--- src/rtl/pc_fetch_unit.sv ---
// Program counter and next-PC selection for the MIPS fetch stage.
// Optional feature macro: PC_ALIGN_CHECK_EN (misaligned redirect targets trap to EXC_VECTOR).
module pc_fetch_unit #(
    parameter logic [31:0] RESET_PC   = 32'h0000_0000,
    parameter logic [31:0] EXC_VECTOR = 32'h0000_0080
) (
    input  logic        Clk,
    input  logic        Rst,
    input  logic [31:0] PCAddResult,
    input  logic        Stall,
    input  logic        BranchTaken,
    input  logic [31:0] BranchTarget,
    input  logic        Jump,
    input  logic [31:0] JumpTarget,
    output logic [31:0] PCResult,
    output logic        FetchValid,
    output logic        Flush,
    output logic        AlignFault
);

    typedef enum logic [1:0] {
        S_RESET = 2'd0,
        S_RUN   = 2'd1,
        S_HOLD  = 2'd2
    } state_t;

    state_t      r_state;
    logic [31:0] r_pc;
    logic        r_fetch_valid;

    logic        w_redirect;
    logic [31:0] w_target;
    logic        w_misaligned;
    logic [31:0] w_redirect_pc;

    // Branch outranks jump; the losing target is simply not selected.
    assign w_redirect = (r_state != S_RESET) && (BranchTaken || Jump);
    assign w_target   = BranchTaken ? BranchTarget : JumpTarget;

`ifdef PC_ALIGN_CHECK_EN
    logic r_align_fault;

    assign w_misaligned = (w_target[1:0] != 2'b00);
    assign AlignFault   = r_align_fault;

    always_ff @(posedge Clk) begin
        if (!Rst) begin
            r_align_fault <= 1'b0;
        end else if (w_redirect && w_misaligned) begin
            r_align_fault <= 1'b1;
        end
    end
`else
    assign w_misaligned = 1'b0;
    assign AlignFault   = 1'b0;
`endif

    assign w_redirect_pc = w_misaligned ? EXC_VECTOR : w_target;

    // Combinational so the IF/ID register squashes the wrong-path fetch this cycle.
    assign Flush = Rst && w_redirect;

    always_ff @(posedge Clk) begin
        if (!Rst) begin
            r_state       <= S_RESET;
            r_pc          <= RESET_PC;
            r_fetch_valid <= 1'b0;
        end else begin
            unique case (r_state)
                S_RESET: begin
                    r_state       <= S_RUN;
                    r_fetch_valid <= 1'b1;
                end
                S_RUN, S_HOLD: begin
                    if (w_redirect) begin
                        r_state <= S_RUN;
                        r_pc    <= w_redirect_pc;
                    end else if (Stall) begin
                        r_state <= S_HOLD;
                    end else begin
                        r_state <= S_RUN;
                        // Adder output taken verbatim; wrap past 0xFFFF_FFFC is silent.
                        r_pc    <= PCAddResult;
                    end
                end
                default: begin
                    r_state       <= S_RESET;
                    r_pc          <= RESET_PC;
                    r_fetch_valid <= 1'b0;
                end
            endcase
        end
    end

    assign PCResult   = r_pc;
    assign FetchValid = r_fetch_valid;

endmodule

--- config.mk ---
export PLATFORM = sky130hd
export DESIGN_NAME = pc_fetch_unit
export DESIGN_NICKNAME = d
export VERILOG_FILES = /design/src/rtl/pc_fetch_unit.sv
export SDC_FILE = /design/constraint.sdc
export NUM_CORES = 1
export LEC_CHECK = 0
export ABC_CLOCK_PERIOD_IN_PS = 3600
export CORE_MARGIN = 1
export CORE_UTILIZATION = 30
export CTS_BUF_LIST = sky130_fd_sc_hd__clkbuf_4 sky130_fd_sc_hd__clkbuf_8
export DETAILED_ROUTE_END_ITERATION = 7
export PLACE_DENSITY = 0.68
export SYNTH_ARGS = -nofsm -noshare
export SYNTH_HDL_FRONTEND = slang
export SYNTH_SLANG_ARGS = --single-unit
--- constraint.sdc ---
create_clock -name Clk -period 3.6 [get_ports Clk]
set_input_delay 1.08 -clock Clk [delete_from_list [all_inputs] [get_ports Clk]]
set_output_delay 1.08 -clock Clk [all_outputs]
set_load 0.1 [all_outputs]
# After elaboration in Yosys (flattened, before gate mapping)
# Cells that the tools add are included.
dict set report totals {
  regBits 35
  inputBits 101
  word_cells 22
  output_inout_bits 35
}
dict set report op_classes {
  muxes 8
  n_bitwise 1
  n_eq_ne 3
  reduce_logical 7
}
# op count
set op_table {}
lappend op_table {{$mux 32} 3}
lappend op_table {{$pmux 32 s2} 1}
lappend op_table {{$mux 2} 2}
lappend op_table {{$pmux 2 s2} 1}
lappend op_table {{$ne 3x3->1 const B} 1}
lappend op_table {{$eq 2x1->1 const B} 1}
lappend op_table {{$eq 2x2->1 const B} 1}
lappend op_table {{$logic_and 1x1->1} 2}
lappend op_table {{$logic_not 2->1} 1}
lappend op_table {{$pmux 1 s2} 1}
lappend op_table {{$reduce_and 2->1} 1}
lappend op_table {{$reduce_bool 2->1} 1}
lappend op_table {{$reduce_or 2->1} 1}
lappend op_table {{$logic_or 1x1->1} 1}
lappend op_table {{$not 1->1} 1}

# Logic depth before layout (Yosys ltp)
# Gate-level depths: netlist (run 1).
dict set report depth {
  ltp_word 4
  mapped_depth 8
  ltp_nobuf 5
}

# Least setup slack after synthesis (run 1)
# OpenSTA, ideal clock, no wires.
dict set report synth_path {
  path_kind {input to output}
  from {input port BranchTaken}
  to {output port Flush}
  path_buffers 3
  arrival_ns 2.332
  setup_slack_ns 0.188
  required_time_ns 2.520
  path_stages 5
  cell_sequence {buf_4 o21ba_2 buf_6 buf_4 and2_1}
}
dict set report synth_between {
  elab_chain_cells 3
}
# item line_no
set synth_rtl {}
lappend synth_rtl {{start, declared} 11} ;# input logic BranchTaken,
lappend synth_rtl {{$logic_or 1x1->1} 37} ;# assign w_redirect = (r_state != S_RESET) && (BranchTaken || Jump);
lappend synth_rtl {{$logic_and 1x1->1} 37}
lappend synth_rtl {{$logic_and 1x1->1} 61} ;# assign Flush = Rst && w_redirect;
lappend synth_rtl {{end, declared} 17} ;# output logic Flush,
# No other way between the ends.

# Worst setup path after layout (run 1)
dict set report layout_path {
  from {input port Rst}
  to {output port Flush}
}
dict set report layout_between {
  elab_chain_cells 1
}
# item line_no
set layout_rtl {}
lappend layout_rtl {{start, declared} 8} ;# input logic Rst,
lappend layout_rtl {{$logic_and 1x1->1} 61}
# No other way between the ends.

==> results of run 1 <==
-- worst paths after layout --
path	end	depth (start not counted)	slack [ns]	startpoint
max	Flush	3	0.41	Rst
min	PCResult[30]$_SDFFE_PN0P_	2	0.46	PCResult[30]$_SDFFE_PN0P_
max reg2reg	PCResult[14]$_SDFFE_PN0P_	6	1.62	r_state[0]$_SDFF_PN0_
min reg2reg	PCResult[30]$_SDFFE_PN0P_	2	0.46	PCResult[30]$_SDFFE_PN0P_
-- final cells by class --
cell class                 count  share of cell area, %
inverter                      36                  3.797
multi-input combinational    176                  33.05
tap                           96                  3.376
sequential                    35                  19.69
clock buffer                   6                  2.321
clock inverter                 2                 0.9845
timing repair buffer         140                  36.78
-- metrics by stage --
stage | hold WS (ns) | instance area, um2 | utilization, %
2_1_floorplan | 0.6209 | 2167 | -
3_3_place_gp | 0.4407 | 3441 | 50.09
3_5_place_dp | 0.4454 | 3441 | 50.09
4_1_cts | 0.4589 | 3558 | 51.80
5_1_grt | 0.4728 | 3558 | 51.80
6_report | 0.4558 | 3558 | 51.80
-- synthesized netlist by cell type (all sizes together) --
cell	instances	area, um2
and2	1	6.260
o21ba	1	10.01
dfxtp	35	700.7
nand2b	33	206.5
nor2	32	120.1
buf	19	128.9
inv	36	135.1
mux2i	1	10.01
ha	2	25.02
nand2	1	3.750
nand4	1	21.27
a21oi	33	165.2
conb	1	3.750
clkbuf	6	30.03
nor2b	1	6.260
or3b	33	289.0
nor4bb	1	10.01
o21ai	2	10.00
nor3	1	5.000
o32ai	32	280.3
-- sequential cells by signal, indices dropped and copies added, names as in the netlist --
name,cells
PCResult,32
r_state,2
FetchValid,1
-- cell families after synthesis --
family / count (synthesis) / share of synthesized area [%]
compound gates: 68 / 21.48
fa+ha+maj: 2 / 1.155
buf+inv: 61 / 13.57
flops: 35 / 32.33
mux: 1 / 0.4619
other cells: 1 / 0.1730
simple gates: 104 / 30.83
-- per-layer routing --
metal	GRT usage [%]	up-vias	wire length, um
met5	0	-	0
met4	3.636	0	38
met3	5.213	4	548
met2	29.92	94	3129
met1	22.04	1053	3024
li1	-	1173	-
-- power by group --
part / switching (mW) / internal [mW]
combinational: 0.396 / 0.215
clock: 0.147 / 0.224
sequential: 0.0174 / 0.421
-- worst max-delay path, delay by kind of cell --
| kind | cells | cell delay, ns |
|---|---|---|
| buffers and inverters | 2 | 0.80 |
| and+or+nand+nor | 1 | 0.23 |
==> summary.md, run 1 <==
| Metric | Value |
|---|---|
| Outcome | `finished, final reports clean` |
| Worst-margin pin slew | `roughly 0.56 ns` |
| Unique masters post-synth | `27` |
| CP Cell Sequence | `clkdlybuf4s50_1, and2_1, buf_12` |
| Final WS setup | `around 0.41 ns` |
| Rows | `30` |
| Cell area power density | `399.3 nW/um2` |
| Clk root buf | `clkbuf_8` |
| Placed wire-length estimate | `4623 um` |
| Most frequent cells in the layout | `clkdlybuf4s50_1 (99), buf_4 (39), inv_1 (36)` |
| Max VDD drop | `0.0002761 V` |
| Arrival @ worst endpoint | `about 2.1 ns` |
| CTS tree | `yes` |
| CP Data Required Time | `2.52 ns` |
| Insertion delay to the later sink of the worst-skew pair | `0.29 ns` |
| Diodes inserted | `0` |
| Die area | `7567 um2` |
| Slew headroom | `62.44%` |
| Fill cell count | `650` |
| Worst setup SP type | `primary input` |
| TritonCTS Sinks | `35` |
| Final hold vios | `0` |
| CTS Buf Count | `5` |
| Starting Density | `31.55%` |
| Initial antenna violation count | `0` |
| HP Class | `reg -> reg` |
| Clock skew | `just under 0.004 ns` |
| Tcrit/Tclk final | `88.53%` |
| Final Max Tran Viols | `0` |
| H-tree Lvls | `2` |
| Yosys Warn Count | `0` |
| Port Buffer Count | `between 100 and 150` |
| CP Class | `in -> out` |
| Register Area | `700.7 um2` |
| Fin crit period | `3.187 ns` |
| Fmax | `approximately 310 MHz` |
| CP max-delay cell | `clkdlybuf4s50_1` |
| GPL Wtd Cong | `0.7486` |
| Synthesis-to-finish area growth | `64.20%` |
| Post-DR vias/cell | `4.733` |
| Post-synthesis cell area | `2167 um2` |
| P_leak | `~1.3 nW` |
| Vias in the first global route | `2260` |
| DRT iter0 DRCs | `between 80 and 90` |
| Total gr overflow | `0` |
| CTS Hold Bufs | `0` |
| Mapped Nets | `375` |
| CP max stage delay | `0.61 ns` |
| Syn Area/Cell | `7.967 um2` |
| CTS resizes | `0` |
| Register area share after synthesis | `32.33%` |
| Max-Cap Viols | `0` |
| Yosys reg bits | `35` |
| Router iterations before antenna repair | `4` |
| Unrepaired setup endpoints after global routing | `no` |
| Avg WL per Cell | `13.73 um` |
| Placed Cells | `between 400 and 500` |
| Multi-input gate area | `1176 um2` |
| Final nets | `between 400 and 500` |
| Non-Filler Instances | `491` |
| Total number of vias | `roughly 2300` |
| Chip Width | `86.99 um` |
| Clock buffer depth | `2` |
| Gr usage total | `17.62%` |
| # DRC | `0` |
| Pre-CTS setup slack | `just over 0.4 ns` |
| Largest net degree at the start of global routing | `67` |
| Mapped Cells | `272` |
| Final setup fails | `0` |
| Layout cell share with drive strength beyond 1 | `13.67%` |
| Kind of end point of the critical path | `primary output` |
| Routed Antenna Nets | `0` |
| First-pass GRT wire length | `10350 um` |
| Postcts setup bufs | `0` |
| Most common cell after layout, fill and taps aside | `clkdlybuf4s50_1` |
| CTS clk-pin slew, worst paths | `0.07 ns` |
| Crit path max fanout | `5` |
| Setup TNS | `0 ns` |
| Die H | `86.99 um` |
| Core footprint | `6869 um2` |
| Io pins | `between 100 and 150` |
| Total Power | `1.421 mW` |
| Routed wire length | `6740 um` |
Note: power is estimated with default switching activity, not from simulation.
==> inputs of run 2 (changes only) <==
--- a/config.mk
+++ b/config.mk
@@ -10,7 +10,9 @@
 export CORE_UTILIZATION = 30
 export CTS_BUF_LIST = sky130_fd_sc_hd__clkbuf_4 sky130_fd_sc_hd__clkbuf_8
 export DETAILED_ROUTE_END_ITERATION = 7
+export GPL_ROUTABILITY_DRIVEN = 0
 export PLACE_DENSITY = 0.68
 export SYNTH_ARGS = -nofsm -noshare
 export SYNTH_HDL_FRONTEND = slang
 export SYNTH_SLANG_ARGS = --single-unit
+export TNS_END_PERCENT = 50
==> results of run 2 <==
Final layout, timing and power as in run 1 (identical DEF).
